==> config.mk <==
export PLATFORM = sky130hd
export DESIGN_NAME = wb_arbiter
export DESIGN_NICKNAME = d
export VERILOG_FILES = /design/src/rtl/wb_arbiter_pkg.sv /design/src/rtl/wb_rr_grant.sv /design/src/rtl/wb_arbiter.sv
export SDC_FILE = /design/constraint.sdc
export NUM_CORES = 1
export LEC_CHECK = 0
export BUFFER_PORTS_ARGS = -buffer_cell sky130_fd_sc_hd__buf_2
export CAP_MARGIN = 10
export CORE_AREA = 2 2 160 162
export DETAILED_ROUTE_END_ITERATION = 6
export DIE_AREA = 0 0 162 164
export MAX_ROUTING_LAYER = met4
export PLACE_DENSITY = 0.45
export SLEW_MARGIN = 10
export SYNTH_ARGS = -nofsm -noshare
export SYNTH_HDL_FRONTEND = slang
export SYNTH_SLANG_ARGS = --single-unit
==> constraint.sdc <==
create_clock -name clk_i -period 2.95 [get_ports clk_i]
set_input_delay 0 -clock clk_i [delete_from_list [all_inputs] [get_ports clk_i]]
set_output_delay 0 -clock clk_i [all_outputs]
set_load 0.01 [all_outputs]
==> src/rtl/wb_arbiter_pkg.sv <==
// Shared writeback packet types for the execute-to-commit path.
// Holds the completion packet layout and small index helpers.
package wb_arbiter_pkg;

  localparam int WB_ITAG_W  = 8;
  localparam int WB_DATA_W  = 64;
  localparam int WB_CAUSE_W = 5;

  typedef struct packed {
    logic [WB_ITAG_W-1:0]  itag;
    logic [WB_DATA_W-1:0]  rdata;
    logic                  rd_wen;
    logic                  excp;
    logic [WB_CAUSE_W-1:0] cause;
  } wb_pkt_t;

  function automatic int wb_wrap_inc(input int i, input int n);
    return (i + 1 == n) ? 0 : i + 1;
  endfunction

endpackage

==> src/rtl/wb_rr_grant.sv <==
// Request vector to one-hot grant plus index; round-robin when
// WB_ARB_ROUND_ROBIN_EN is defined, otherwise lowest index wins.
module wb_rr_grant
  import wb_arbiter_pkg::*;
#(
  parameter int NPORT = 4,
  parameter int IDX_W = $clog2(NPORT)
) (
  input  logic [NPORT-1:0] req_i,
`ifdef WB_ARB_ROUND_ROBIN_EN
  input  logic [IDX_W-1:0] ptr_i,
`endif
  output logic [NPORT-1:0] gnt_o,
  output logic [IDX_W-1:0] idx_o,
  output logic             any_o
);

`ifdef WB_ARB_ROUND_ROBIN_EN
  always_comb begin
    int j;
    gnt_o = '0;
    idx_o = '0;
    any_o = 1'b0;
    j     = 0;
    // search starts at the pointer and wraps
    for (int k = 0; k < NPORT; k++) begin
      j = (int'(ptr_i) + k) % NPORT;
      if (!any_o && req_i[j]) begin
        any_o    = 1'b1;
        gnt_o[j] = 1'b1;
        idx_o    = IDX_W'(j);
      end
    end
  end
`else
  always_comb begin
    gnt_o = '0;
    idx_o = '0;
    any_o = 1'b0;
    for (int k = 0; k < NPORT; k++) begin
      if (!any_o && req_i[k]) begin
        any_o    = 1'b1;
        gnt_o[k] = 1'b1;
        idx_o    = IDX_W'(k);
      end
    end
  end
`endif

endmodule

==> src/rtl/wb_arbiter.sv <==
// Writeback arbiter: NPORT execute units into one registered commit slot.
// Define WB_ARB_ROUND_ROBIN_EN for round-robin; default is fixed priority.
module wb_arbiter
  import wb_arbiter_pkg::*;
#(
  parameter  int NPORT  = 4,
  parameter  int ITAG_W = 8,
  localparam int IDX_W  = $clog2(NPORT)
) (
  input  logic                  clk_i,
  input  logic                  arst_i,
  input  logic                  flush_i,
  input  logic [NPORT-1:0]      wb_valid_i,
  output logic [NPORT-1:0]      wb_ready_o,
  input  wb_pkt_t [NPORT-1:0]   wb_pkt_i,
  output logic                  cmt_valid_o,
  input  logic                  cmt_ready_i,
  output wb_pkt_t               cmt_pkt_o,
  output logic [IDX_W-1:0]      cmt_src_o
);

  if (ITAG_W != WB_ITAG_W) begin : g_itag_chk
    $error("ITAG_W must match the shared packet tag width");
  end

  logic             slot_free;
  logic             grant_en;
  logic             req_any;
  logic [NPORT-1:0] gnt;
  logic [IDX_W-1:0] gnt_idx;

  logic             cmt_valid_q, cmt_valid_d;
  wb_pkt_t          cmt_pkt_q, cmt_pkt_d;
  logic [IDX_W-1:0] cmt_src_q, cmt_src_d;

`ifdef WB_ARB_ROUND_ROBIN_EN
  logic [IDX_W-1:0] ptr_q, ptr_d;
`endif

  wb_rr_grant #(
    .NPORT (NPORT),
    .IDX_W (IDX_W)
  ) u_grant (
    .req_i (wb_valid_i),
`ifdef WB_ARB_ROUND_ROBIN_EN
    .ptr_i (ptr_q),
`endif
    .gnt_o (gnt),
    .idx_o (gnt_idx),
    .any_o (req_any)
  );

  // ROB pop frees the slot in the same cycle, so ready sees cmt_ready_i
  assign slot_free  = !cmt_valid_q || cmt_ready_i;
  assign grant_en   = slot_free && !flush_i && !arst_i && req_any;
  assign wb_ready_o = grant_en ? gnt : '0;

  always_comb begin
    cmt_valid_d = cmt_valid_q;
    cmt_pkt_d   = cmt_pkt_q;
    cmt_src_d   = cmt_src_q;
    if (flush_i) begin
      cmt_valid_d = 1'b0;
    end else if (slot_free) begin
      cmt_valid_d = grant_en;
      if (grant_en) begin
        cmt_pkt_d = wb_pkt_i[gnt_idx];
        cmt_src_d = gnt_idx;
      end
    end
  end

`ifdef WB_ARB_ROUND_ROBIN_EN
  always_comb begin
    ptr_d = ptr_q;
    if (grant_en) begin
      ptr_d = IDX_W'(wb_wrap_inc(int'(gnt_idx), NPORT));
    end
  end

  always_ff @(posedge clk_i or posedge arst_i) begin
    if (arst_i) begin
      ptr_q <= '0;
    end else begin
      ptr_q <= ptr_d;
    end
  end
`endif

  always_ff @(posedge clk_i or posedge arst_i) begin
    if (arst_i) begin
      cmt_valid_q <= 1'b0;
      cmt_pkt_q   <= '0;
      cmt_src_q   <= '0;
    end else begin
      cmt_valid_q <= cmt_valid_d;
      cmt_pkt_q   <= cmt_pkt_d;
      cmt_src_q   <= cmt_src_d;
    end
  end

  assign cmt_valid_o = cmt_valid_q;
  assign cmt_pkt_o   = cmt_pkt_q;
  assign cmt_src_o   = cmt_src_q;

endmodule

## Yosys cells after proc, flatten, opt, wreduce, memory -nomap -nowiden

Cells that the tools add are included.

- Output and inout port bits: 86
- Bits in registers: 82
- Input bits: 324

- Bitwise operators: 1
- Mux-type cells: 15
- Reduce and logical (&&, ||, !) cells: 15
- $lt $le $gt $ge: 1

Operators with widths:

| cell | count |
|---|---|
| binary-select mux 79 bit (select 2 bit) | 1 |
| two-way mux 79 bit | 1 |
| two-way mux 1 bit | 10 |
| logical AND 1 bit | 6 |
| logical NOT 1 bit | 6 |
| two-way mux 2 bit | 2 |
| two-way mux 4 bit | 1 |
| < comparator 2 x 3 -> 1 bit (second input constant) | 1 |
| AND reduction 3 bit | 1 |
| nonzero test 2 bit | 1 |
| logical OR 1 bit | 1 |
| NOT 1 bit | 1 |

## Longest topological paths before layout

- Depth after elaboration: 13
- Gate-level depth with buffers: 6
- Gate-level depth less buffers: 4

## Cells and area by module

From an unflattened synthesis, not the netlist that was laid out.

- Cells, all modules: 289
- Area, all modules: 5072.4 um^2

Modules (own cells, without submodules):

| module | area an instance (um^2) | instances | cells each | sequential area each (um^2) |
|---|---|---|---|---|
| wb_arbiter | 5011.1 | 1 | 278 | 2052.0 |
| wb_rr_grant | 61.3 | 1 | 11 | 0.0 |

## Least setup slack after synthesis

No wires, ideal clock.

- Kind: register to output
- Start point: register cmt_valid_q (netlist: cmt_valid_o)
- End point: output port wb_ready_o[2]
- Cell stages (with the launch flop): 6
- Data required time: 2.950 ns
- Path buffers: 2
- Setup slack: 1.474 ns
- Arrival time: 1.476 ns
- Cell sequence: dfrtp_1 -> nand2b_1 -> nand2_1 -> buf_2 -> buf_1 -> nor4b_1

- Cells in the longest elaborated chain, start to end: 6

RTL lines:

| item | RTL line | RTL |
|---|---|---|
| start: declaration | wb_arbiter.sv:32 | `logic cmt_valid_q, cmt_valid_d;` |
| start signal: assignment | wb_arbiter.sv:96 | `cmt_valid_q <= cmt_valid_d;` |
| logical NOT 1 bit | wb_arbiter.sv:54 | `assign slot_free = !cmt_valid_q \|\| cmt_ready_i;` |
| logical OR 1 bit | wb_arbiter.sv:54 |  |
| logical AND 1 bit (3 in series) | wb_arbiter.sv:55 | `assign grant_en = slot_free && !flush_i && !arst_i && req_any;` |
| two-way mux 4 bit | wb_arbiter.sv:56 | `assign wb_ready_o = grant_en ? gnt : '0;` |
| end: declaration | wb_arbiter.sv:14 | `output logic [NPORT-1:0] wb_ready_o,` |

No other way between the ends.

## Worst setup path after layout

- Start point: input port wb_valid_i[2]
- End point: register cmt_pkt_q (netlist bit cmt_pkt_o[62])

- Cells in the longest elaborated chain, start to end: 7
- Elaborated cells between the ends (all ways): 11

RTL lines:

| item | RTL line | RTL |
|---|---|---|
| start: declaration | wb_arbiter.sv:13 | `input logic [NPORT-1:0] wb_valid_i,` |
| logical AND 1 bit * | wb_rr_grant.sv:41 | `if (!any_o && req_i[k]) begin` |
| two-way mux 1 bit | wb_rr_grant.sv:41 |  |
| logical NOT 1 bit | wb_rr_grant.sv:41 |  |
| logical AND 1 bit | wb_rr_grant.sv:41 |  |
| two-way mux 2 bit / two-way mux 1 bit (equally long branches) | wb_rr_grant.sv:41 |  |
| binary-select mux 79 bit (select 2 bit) / logical AND 1 bit (equally long branches) | wb_arbiter.sv:67, wb_arbiter.sv:55 |  |
| two-way mux 79 bit (implied by the code) / AND reduction 3 bit (equally long branches) | - |  |
| end signal: assignment | wb_arbiter.sv:97 | `cmt_pkt_q <= cmt_pkt_d;` |
| end: declaration | wb_arbiter.sv:33 | `wb_pkt_t cmt_pkt_q, cmt_pkt_d;` |

Mark *: on every way between the ends. The rest lies on a longest branch, timed or not. The select of a mux whose other input is x is not followed.
A chain may end at the register's enable or synchronous reset.

==> metrics.sh <==
STATUS='finished, violations left'
VIOLATIONS='design-rule violations'
ROWS=58
SYNTH_CELL_TYPES=27
FLOORPLAN.INITIALDENSITY_PCT=20.6
MAX_SLEW_MARGIN_PCT=38.1
ARRIVAL_NS=2.45
FINAL_ANTENNA_NET_COUNT=0
NUM_CTS_BUFFERS=9
DRIVE_GT1_SHARE_PCT=49.7
GLOBALPLACE.CONGESTION=0.810
GLOBAL_ROUTE_TOTAL_OVERFLOW=0
AVERAGE_CELL_AREA_AFTER_SYNTHESIS_SQ_UM=10.6
CTS.REPORTEDPATHS.CLKPINSLEW_NS=0.07
COMBINATIONAL_FAMILY_WITH_THE_MOST_AREA_AFTER_SYNTHESIS='compound AO/OA/AOI/OAI gates'
SYNTHMUXAREASHARE_PCT=20.1
SYNTHTOLAYOUTAREAGROWTH_PCT=81.7
REGTOREGENDPOINT='cmt_pkt_o[3]'
R2R-START='cmt_valid_o'
FIRSTDRTPASSITERS=7
CLOCK_INSERTION_DELAY_WORST_SKEW_NS=0.34
MULTI_INPUT_COMB_AREA_SQ_UM=2820
CTS-ROOT-BUF='clkbuf_16'
P_PER_AREA_nW_PER_UM2=434
MOST_COMMON_LIBRARY_CELL_IN_THE_LAYOUT_IGNORING_FILL_AND_TAPS='buf_2'
CLOCKBUFFERDEPTH=2
SYNTH_NETS=806
WORST-SETUP-PATH-TYPE='input pin to register'
HOLD_VIOL=0
MIN_DELAY_PATH_DEPTH=3
GRT_START_MAX_NET_PINS=63
FIRST_PASS_GRT_WIRE_LENGTH_MICRONS=35000
CTS_HTREE_LEVELS=3
SYNTH_SIMPLE_GATE_AREA_SHARE_PCT=7.67
PLACE.DETAILED.HPWL_MICRONS=16800
GRT_ANTENNA_BEFORE_REPAIR=1
GRTUSAGETOTAL_PCT=17.2
TRITONCTS='yes'
MOST-COMMON-LAYOUT-CELLS='buf_2, dlygate4sd3_1, dfrtp_1'
REGISTER_AREA_SQ_UM=2050
POST_SYNTHESIS_COMPOUND_GATE_AREA_FRACTION_PCT=26.8
PERIOD_SHARE_PCT=76.0
CRIT_PATH_END_KIND='register'
DRV_SLEW=0
NUM_IO_PINS=410
ROUTED_WIRELENGTH_MICRONS=23600
DRT-VIAS-PER-INSTANCE=4.71
WORST-R2R-CELL-COUNT=5
IO_BUFFERS=409
CTS_REPAIR_RESIZE_COUNT=0
ADDER_AND_MAJORITY_CELL_FRACTION_OF_THE_SYNTHESIZED_AREA_PCT=0
FRACTION_OF_POST_SYNTHESIS_CELL_AREA_IN_THE_TOP_CELL_TYPE_BY_AREA_PCT=40.2
SYN_AREA_SQ_UM=5110
TIMING.HOLD.WORST_ENDPOINT='cmt_pkt_o[26]'
MAXCAPVIOLATIONS=0
WORST-SLEW-PIN-TRANSITION_NS=0.928
RSZ0062_AT_GRT='no'
DIEAREA_SQ_UM=26600
NUM-NETS-FINAL=1337
SYNTH_AREA_LEADER_CELL='dfrtp_1'
DR_TOTAL_VIAS=6349
LAYOUT.FILLER_CELLS=2589
SYNTHCELLS=482
SEQUENTIAL_CELL_AREA_FRACTION_IN_THE_YOSYS_REPORT_PCT=40.2
POSTCTSSETUPREPAIRBUFS=0
P_LEAK_nW=4.64
CTS_HOLD_REPAIR.BUFFERS=146
REGTOREGSETUPSLACK_NS=1.06
SETUP_TNS_FINAL_NS=0
SETUP-VIOLATIONS-FINAL=0
YOSYS_WARNINGS=0
HOLD_PATH_STARTPOINT='wb_pkt_i[105]'
HOLDCRITPATHCLASS='input pin to register'
FINALCRITICALPERIOD_NS=2.24
VDD_DROP_MAX_mV=0.250
DRC_VIOLATIONS_LEFT=18
FP.COREAREA_SQ_UM=24800
CP-START-KIND='input pin'
GRT_PASS1_VIAS=6418
TOTAL_POWER_AFTER_LAYOUT_mW=4.03
SYNTH-SEQ-CELLS=82
DR.FIRST_ITER.DRC_COUNT=500
FMAX_MHz=446
YOSYS.AREA_SHARE.XOR_XNOR_PCT=0
FLOORPLAN.DIE.WIDTH_MICRONS=162
CLOCK_SKEW_NS=0.00589
CRITPATHREQUIREDTIME_NS=3.16
DRT-WIRELENGTH-PER-CELL_MICRONS=17.5
CRITPATHMAXFANOUT=31
YOSYS-TOP-CELLS-AREA='dfrtp_1, mux2_4, a222oi_1'
CTS.SINK_COUNT=82
DIE-HEIGHT_MICRONS=164
## metal layers
metal / wire length, microns / track usage (%) / up-vias
met3: 1430 / 3.56 / 25
met4: 414 / 4.47 / 0
met5: 0 / - / -
met2: 12300 / 30.8 / 279
met1: 9460 / 19.7 / 3066
li1: - / - / 2979
## through the flow
step / setup WS (ns) / utilization (%) / instance area, sq um / cells / hold WS [ns]
2_1_floorplan: 0.842 / - / 5110 / 482 / 0.0510
3_3_place_gp: 0.784 / 30.3 / 7510 / 1186 / 0.185
5_1_grt: 0.603 / 37.4 / 9280 / 1348 / 0.000237
4_1_cts: 0.713 / 37.4 / 9280 / 1347 / 0.0000346
3_5_place_dp: 0.760 / 30.3 / 7510 / 1186 / 0.172
6_report: 0.709 / 37.4 / 9280 / 1348 / 0.00307
## cells by family after synthesis
family / count (synthesis)
compound gates: 179
mux: 71
buf+inv: 53
simple gates: 97
flops: 82
## final cells by class
class | count | area share (%)
antenna | 1 | 0.0270
clock buffer | 10 | 2.47
clock inverter | 5 | 0.863
inverter | 2 | 0.0944
multi-input combinational | 347 | 30.4
sequential | 82 | 22.1
tap | 330 | 4.45
timing repair buffer | 571 | 39.6
## registers in the layout (all words and copies together), names as in the netlist
signal and cells:
cmt_pkt_o 79, cmt_src_o 2, cmt_valid_o 1
## cells in the mapped netlist
cell type,n
buf_2,11
buf_6,8
mux2_1,11
nor3_1,1
nor2_2,1
clkbuf_1,28
nand2b_1,2
o211ai_2,1
nor3b_1,1
o21ai_1,72
nor2_1,5
a2bb2oi_1,16
o22ai_1,8
nor2b_1,2
clkinv_1,1
a21oi_1,1
o2111ai_1,1
mux2_4,60
nor4b_1,1
a222oi_1,71
a22o_1,8
nand2_1,82
inv_1,1
o22a_1,1
dfrtp_1,82
or2_1,2
buf_1,4
## critical path, stage by stage
cell           delay, ns
buf_2               0.22
nand2b_4            0.57
buf_12              0.32
mux2_4              0.32
a222oi_1            0.33
dlygate4sd3_1       0.61
o21ai_1             0.07
## worst max-delay path by stage
stage | startpoint | end | slack, ns | cells after the start
2_1_floorplan | arst_i | cmt_pkt_o[0] | 0.84 | 1
3_3_place_gp | wb_valid_i[2] | cmt_pkt_o[26] | 0.78 | 6
3_5_place_dp | wb_valid_i[2] | cmt_pkt_o[26] | 0.76 | 6
4_1_cts | wb_valid_i[2] | cmt_pkt_o[75] | 0.71 | 7
5_1_grt | wb_valid_i[2] | cmt_pkt_o[51] | 0.60 | 7
6_report | wb_valid_i[2] | cmt_pkt_o[62] | 0.71 | 7
## power by group
group / total (mW) / internal, mW / switching (mW)
registers: 1.43 / 1.32 / 0.104
clock network: 1.21 / 0.736 / 0.476
logic: 1.39 / 0.752 / 0.639
total: 4.03 / 2.81 / 1.22
No activity file was read; power rests on OpenSTA's default activity.
